==> config.mk <==
export PLATFORM = sky130hd
export DESIGN_NAME = mvm_sequencer
export DESIGN_NICKNAME = d
export VERILOG_FILES = /design/src/rtl/mvm_sequencer.sv
export SDC_FILE = /design/constraint.sdc
export NUM_CORES = 1
export LEC_CHECK = 0
export BUFFER_PORTS_ARGS = -buffer_cell sky130_fd_sc_hd__clkbuf_2
export CORE_ASPECT_RATIO = 1.5
export CORE_UTILIZATION = 50
export CTS_CLUSTER_DIAMETER = 60
export DETAILED_ROUTE_END_ITERATION = 10
export PLACE_DENSITY = 0.8
export SYNTH_ARGS = -nofsm -noshare
export SYNTH_HDL_FRONTEND = slang
export SYNTH_SLANG_ARGS = --single-unit
==> constraint.sdc <==
create_clock -name clk -period 2.5 [get_ports clk]
set_input_delay 0.625 -clock clk [delete_from_list [all_inputs] [get_ports clk]]
set_output_delay 0.625 -clock clk [all_outputs]
set_load 0.02 [all_outputs]
==> src/rtl/mvm_sequencer.sv <==
// Buffers a DEPTH-element input vector, then sequences weight-memory reads and a
// vsmac MAC so that it accumulates W*x, and hands the drained result downstream.
module mvm_sequencer #(
    parameter int SIZE        = 3,
    parameter int DEPTH       = 3,
    parameter int ADDR_W      = 2,
    parameter int MAC_LATENCY = 3
) (
    input  logic                clk,
    input  logic                reset,
    input  logic                in_valid,
    output logic                in_ready,
    input  logic [7:0]          in_data,
    output logic                w_rd_en,
    output logic [ADDR_W-1:0]   w_addr,
    input  logic [8*SIZE-1:0]   w_data,
    output logic                mac_reset,
    output logic                mac_enable,
    output logic [8*SIZE-1:0]   mac_a,
    output logic [7:0]          mac_b,
    input  logic [8*SIZE-1:0]   mac_out,
    output logic                res_valid,
    input  logic                res_ready,
    output logic [8*SIZE-1:0]   res_data,
    output logic                busy
);

    localparam int VW     = 8 * SIZE;
    localparam int IDX_W  = (DEPTH > 1) ? $clog2(DEPTH) : 1;
    localparam int DCNT_W = (MAC_LATENCY > 1) ? $clog2(MAC_LATENCY) : 1;
    localparam logic [IDX_W-1:0]  IDX_LAST  = IDX_W'(DEPTH - 1);
    localparam logic [DCNT_W-1:0] DCNT_LAST = DCNT_W'(MAC_LATENCY - 1);

    typedef enum logic [2:0] {
        S_LOAD,
        S_CLEAR,
        S_ISSUE,
        S_DRAIN,
        S_OUTPUT
    } state_t;

    state_t              state_q;
    logic [IDX_W-1:0]    idx_q;
    logic [IDX_W-1:0]    idx_d;
    logic [DCNT_W-1:0]   dcnt_q;
    logic [7:0]          xbuf_q [DEPTH];
    logic [VW-1:0]       res_data_q;
    logic                w_rd_en_q;
    logic [ADDR_W-1:0]   w_addr_q;
    logic                mac_reset_q;
    logic                mac_enable_q;
    logic [7:0]          mac_b_q;
    logic                res_valid_q;

    assign idx_d = idx_q + IDX_W'(1);

    // Registered outputs are loaded for the state being entered, so each
    // transition also sets up the strobes/operands of the following cycle.
    always_ff @(posedge clk) begin
        if (reset) begin
            state_q      <= S_LOAD;
            idx_q        <= '0;
            dcnt_q       <= '0;
            for (int i = 0; i < DEPTH; i++) xbuf_q[i] <= '0;
            res_data_q   <= '0;
            w_rd_en_q    <= 1'b0;
            w_addr_q     <= '0;
            mac_reset_q  <= 1'b0;
            mac_enable_q <= 1'b0;
            mac_b_q      <= '0;
            res_valid_q  <= 1'b0;
        end else begin
            case (state_q)
                S_LOAD: begin
                    if (in_valid) begin
                        xbuf_q[idx_q] <= in_data;
                        if (idx_q == IDX_LAST) begin
                            idx_q       <= '0;
                            state_q     <= S_CLEAR;
                            mac_reset_q <= 1'b1;
                            w_rd_en_q   <= 1'b1;
                            w_addr_q    <= '0;
                        end else begin
                            idx_q <= idx_d;
                        end
                    end
                end
                S_CLEAR: begin
                    state_q      <= S_ISSUE;
                    mac_reset_q  <= 1'b0;
                    mac_enable_q <= 1'b1;
                    mac_b_q      <= xbuf_q[0];
                    w_rd_en_q    <= (DEPTH > 1);
                    w_addr_q     <= ADDR_W'(1);
                end
                S_ISSUE: begin
                    if (idx_q == IDX_LAST) begin
                        state_q   <= S_DRAIN;
                        idx_q     <= '0;
                        mac_b_q   <= '0;
                        w_rd_en_q <= 1'b0;
                        w_addr_q  <= '0;
                    end else begin
                        idx_q     <= idx_d;
                        mac_b_q   <= xbuf_q[idx_d];
                        // Column k+1 is fetched while k is issued; no read past the last column.
                        w_rd_en_q <= (idx_d != IDX_LAST);
                        w_addr_q  <= ADDR_W'(idx_d) + ADDR_W'(1);
                    end
                end
                S_DRAIN: begin
                    if (dcnt_q == DCNT_LAST) begin
                        dcnt_q       <= '0;
                        state_q      <= S_OUTPUT;
                        mac_enable_q <= 1'b0;
                        res_valid_q  <= 1'b1;
                        res_data_q   <= mac_out;
                    end else begin
                        dcnt_q <= dcnt_q + DCNT_W'(1);
                    end
                end
                S_OUTPUT: begin
                    if (res_ready) begin
                        state_q     <= S_LOAD;
                        res_valid_q <= 1'b0;
                    end
                end
                default: state_q <= S_LOAD;
            endcase
        end
    end

    // Decoded outputs are forced low while reset is asserted.
    assign in_ready   = (state_q == S_LOAD) && !reset;
    assign busy       = (state_q != S_LOAD) && !reset;
    assign mac_a      = ((state_q == S_ISSUE) && !reset) ? w_data : '0;
    assign w_rd_en    = w_rd_en_q;
    assign w_addr     = w_addr_q;
    assign mac_reset  = mac_reset_q;
    assign mac_enable = mac_enable_q;
    assign mac_b      = mac_b_q;
    assign res_valid  = res_valid_q;
    assign res_data   = res_data_q;

endmodule
==> Word level (Yosys, flattened, before mapping) <==
Memories as Yosys holds them, arrays and structs flattened.
Cells that the tools add are included.
{ "totals": {"register_bits": 45, "n_memories": 1, "input_bits": 60, "ram_bits": 24, "out_inout_bits": 64} }
{ "classes": {"n_mux": 36, "addsub": 3, "n_reduce_logical": 20, "eq_ne": 12} }
{ "memory_table": {"columns": ["name", "depth", "word_bits", "rd", "rd_ports_with_merged_regs", "write_ports", "line_no", "source"], "rows": [
  ["xbuf_q", 3, 8, 2, 0, 3, "46", "logic [7:0] xbuf_q [DEPTH];"]
]} }
{ "ops": {"columns": ["cell", "count"], "rows": [
  ["$mux W24", 1],
  ["$mux W8", 2],
  ["$pmux W8 S2", 1],
  ["$mux W3", 5],
  ["$pmux W3 S5", 1],
  ["$mux W2", 7],
  ["$mux W1", 13],
  ["$ne A2 B2 Y1 const B", 6],
  ["$reduce_bool A2 Y1", 5],
  ["$reduce_and A3 Y1", 3],
  ["$reduce_or A8 Y1", 1],
  ["$add A2 B1 Y2 const B", 3],
  ["$eq A3 B2 Y1 const B", 2],
  ["$pmux W1 S2", 3],
  ["$pmux W2 S3", 1],
  ["$reduce_and A2 Y1", 3],
  ["$reduce_bool A3 Y1", 2],
  ["$reduce_and A5 Y1", 1],
  ["$eq A2 B2 Y1 const B", 2],
  ["$pmux W2 S2", 1],
  ["$eq A3 B1 Y1 const B", 1],
  ["$eq A3 B3 Y1 const B", 1],
  ["$logic_and A1 B1 Y1", 3],
  ["$logic_not A3 Y1", 1],
  ["other kinds (2)", 2]
]} }

==> Longest topological paths before layout <==
{ "logic_depth": {"word_depth": 6, "mapped_depth": 7} }

==> Worst setup path before layout <==
Ideal clock, no wire load.
{ "synth_path": {"kind": "input to output", "from": "in reset", "to": "out mac_a[10]", "path_slack_ns": 0.330, "t_required_ns": 1.875, "cell_stages": 4, "arrival_time_ns": 1.545, "path_cell_list": "clkbuf_1 > nor4b_4 > clkbuf_1 > and2_1"} }
{ "synth_via": {"elab_chain_len": 3} }
{ "synth_rtl": {"columns": ["element", "line_no", "source"], "rows": [
  ["start, declared", "10", "input logic reset,"],
  ["$logic_not A1 Y1", "136", "assign mac_a = ((state_q == S_ISSUE) && !reset) ? w_data : '0;"],
  ["$logic_and A1 B1 Y1", "136", null],
  ["$mux W24", "136", null],
  ["end, declared", "19", "output logic [8*SIZE-1:0] mac_a,"]
]} }
Every way passes these cells.

==> Worst setup path after layout <==
{ "layout_path": {"from": "reg state_q[2]", "to": "out busy"} }
{ "layout_via": {"elab_chain_len": 2} }
{ "layout_rtl": {"columns": ["element", "line_no", "source"], "rows": [
  ["start, declared", "42", "state_t state_q;"],
  ["start signal, assigned", "61", "state_q <= S_LOAD;"],
  ["start signal, assigned", "79", "state_q <= S_CLEAR;"],
  ["start signal, assigned", "89", "state_q <= S_ISSUE;"],
  ["$reduce_bool A3 Y1", "135", "assign busy = (state_q != S_LOAD) && !reset;"],
  ["$logic_and A1 B1 Y1", "135", null],
  ["end, declared", "25", "output logic busy"]
]} }
Every way passes these cells.

==> reports/summary.txt <==
initial antenna violation count: 0
Setup Buffers After CTS: 0
layout cell share with drive strength beyond 1: 0.375
DR pass1 iterations: 8
fin nets: 520
Synth warnings: 0
CP Cell Sequence: buf_4 -> nor3_1 -> nor2_1 -> clkbuf_2
post-synth top area share: 0.267
worst r2r path cells: 5
Num CTS Buffers: 9
final hold violations: 0
Critical Path AT: 1.67 ns
Worst-path clk slew: 0.07 ns
number of I/O port buffers: 123
Met2 Routed Length: 4210 um
IO Pins: 124
hold path endpoint: mac_b[4]
post-synthesis mux area share: 0.0500
synthesized area: 0.00360 sq mm
Detail Route Antenna Nets: 0
CP endpoint kind: output port
Crit Path Class: reg2out
HP Class: reg2reg
period utilisation layout: 0.920
Synth Instances: 341
final core utilization: 0.643
global-route wire length before repair: 13,000 um
ant diodes: 0
Setup violations, final: 0
Crit Reg-Reg Endpoint: mac_b[0]
post-synthesis adder-cell area fraction: 0.0208
Max Freq: 0.435 GHz
pin count of the biggest net entering global routing: 41
initial core utilization: 0.522
H-tree depth reported by CTS: 3
final WL: 8040 um
root buffer cell: clkbuf_8
Worst VDD drop: 0.461 mV
Hold Crit Start: mac_b[4]
CTS max path bufs: 2
Routed WL per cell: 15.0 um
most frequent cells after synthesis: 48 x and2_1, 45 x dfxtp_1, 33 x a21oi_1
startpoint class of the critical path: flip-flop
synthesized area per cell: 10.6 sq um
final HPWL from detailed placement: 5910 um
failing checks: DRC
max incr delay on CP: 0.56 ns
Initial DRC Count: 210
Critical Path RT: 1.88 ns
unique cell type count in the Yosys netlist: 46
CP Max Fanout: 28
XOR/XNOR Fraction of Synth Area: 0.00486
Post-Route Setup TNS: 0 ns
worst setup path startpoint: state_q[2]
largest area contributor in the netlist: edfxtp_1
Die X: 71.3 um
GRT overflow: 0
Top delay family on crit path: flip-flops
Layout area overhead: 23.2%
Area contributors post-synth: edfxtp_1 27%, dfxtp_1 25%, and2_1 8.3%
DIE AREA: 0.00756 sq mm
largest family of logic cells by synthesized area: simple AND/OR/NAND/NOR gates
hold path depth: 2
worst skew pair latency: 0.35 ns
simple-gate share of the synthesized area: 0.208
CTS resizes: 0
RSZ-0062 raised after global routing: no
core area: 0.00690 sq mm
Post-Syn Nets: 407
metal3 WL: 496 um
clk_skew: 0.00901 ns
sequential fraction of the synthesis area: 0.517
slew at the pin closest to its max-slew limit: 0.609 ns
status: complete, but fails checks
via/cell ratio: 5.47
Slowest-stage cell, CP: dfxtp_1
Final Critical Period: 2.30 ns
Synth async-reset ratio: 0
most common cell in the netlist: and2_1
ys flop type: dfxtp_1
worst path bufs/invs: 2
die span in y: 106 um
Max Slew Vio Count: 0
vias in the first global route: 2,793
via count: 2,935
CTS tree: done
Final Hold Slack: 0.458 ns
DR top layer: met4
Slew HR: 0.592
final RePlAce weighted congestion: 0.823
max-cap viol count: 0
register-to-register setup slack: 0.52 ns
gr usage total: 0.222
DRT met1 WL: 3090 um
Compound-Gate Fraction of Synth Area: 0.145
Lkg Pwr: 1.84 nW
clock sinks: 77
Hold Buf Count CTS: 0
number of flops mapped to enable cells by yosys: 32
Pwr Density: 558 mW/mm^2
Cell Rows: 37
DRC errors left: 16
Reg-to-Reg Start: idx_q[1]
Synth Register Bits: 77
## layer usage
layer / vias up / track usage
li1: 1458 / -
met1: 1341 / 0.237
met2: 114 / 0.398
met3: 22 / 0.0464
met4: 0 / 0.123
met5: - / 0
## cell families after synthesis
family                     count (synthesis)
buffers and inverters                     44
and+or+nand+nor                          117
adders and majority gates                  6
AOI/OAI and AO/OA                         87
xor gates and xnor gates                   2
muxes                                      8
DFF                                       77
## flip-flops by register name, indices dropped and copies added, names as in the netlist
register	flops
mac_enable	1
w_rd_en	1
w_addr	2
idx_q	2
mac_reset	1
dcnt_q	2
res_data	24
mac_b	8
xbuf_q	32
res_valid	1
state_q	3
## final cells by class
type / count / area, sq um
clock buffers: 9 / 124
clock inverters: 7 / 66.3
fillers: 560 / 2460
inverters: 12 / 45.0
multi-input cells: 220 / 1540
flip-flops and latches: 77 / 1860
well taps: 78 / 97.6
repair buffers: 134 / 698
## power breakdown
group / leakage (nW) / switching, mW / internal, mW / total, mW
Sequential: 0.685 / 0.0166 / 1.34 / 1.36
Combinational: 1.07 / 0.114 / 0.103 / 0.218
Clock: 0.0903 / 0.444 / 0.453 / 0.898
Total: 1.84 / 0.575 / 1.90 / 2.47
## placed cells by master (no fill, tap or decap), types with 2 or more instances in the layout
cell type,count
mux4_2,8
edfxtp_1,32
nand3_1,24
clkinv_1,3
or2_2,3
o21ai_0,25
nor2_1,6
o21a_1,2
or3b_2,8
nand3b_1,5
a211oi_1,9
buf_4,11
clkbuf_2,123
a221oi_1,7
o31ai_1,2
inv_1,11
nor3_1,2
nor3b_1,2
clkinvlp_4,2
dfxtp_1,45
a31oi_1,2
ha_1,6
clkbuf_8,9
and2_1,48
nand2_1,6
a21oi_1,33
nor4b_4,2
and3_1,4
## worst reg2reg max path: stages (launching register included)
cell	delay (ns)
dfxtp_1	0.41
inv_1	0.11
ha_1	0.54
mux4_2	0.38
a221oi_1	0.33
a211oi_1	0.08
## per-stage QoR
stage	total power [mW]	cells	setup slack, ns	cell area, sq um
6_report	2.47	537	0.200	4440
4_1_cts	2.49	537	0.177	4440
2_1_floorplan	1.52	341	0.330	3600
3_3_place_gp	1.60	521	0.376	4250
5_1_grt	2.57	537	0.100	4440
3_5_place_dp	1.61	521	0.325	4250
## worst max path at each step
| stage | slack (ns) | endpoint | depth (start not counted) |
|---|---|---|---|
| after global routing | 0.10 | busy | 4 |
| after detailed placement | 0.32 | mac_a[20] | 5 |
| final | 0.20 | busy | 4 |
| after floorplan | 0.33 | mac_a[10] | 4 |
| after global placement | 0.38 | mac_a[5] | 5 |
| after CTS | 0.18 | busy | 4 |
Note: power is estimated with default switching activity, not from simulation.
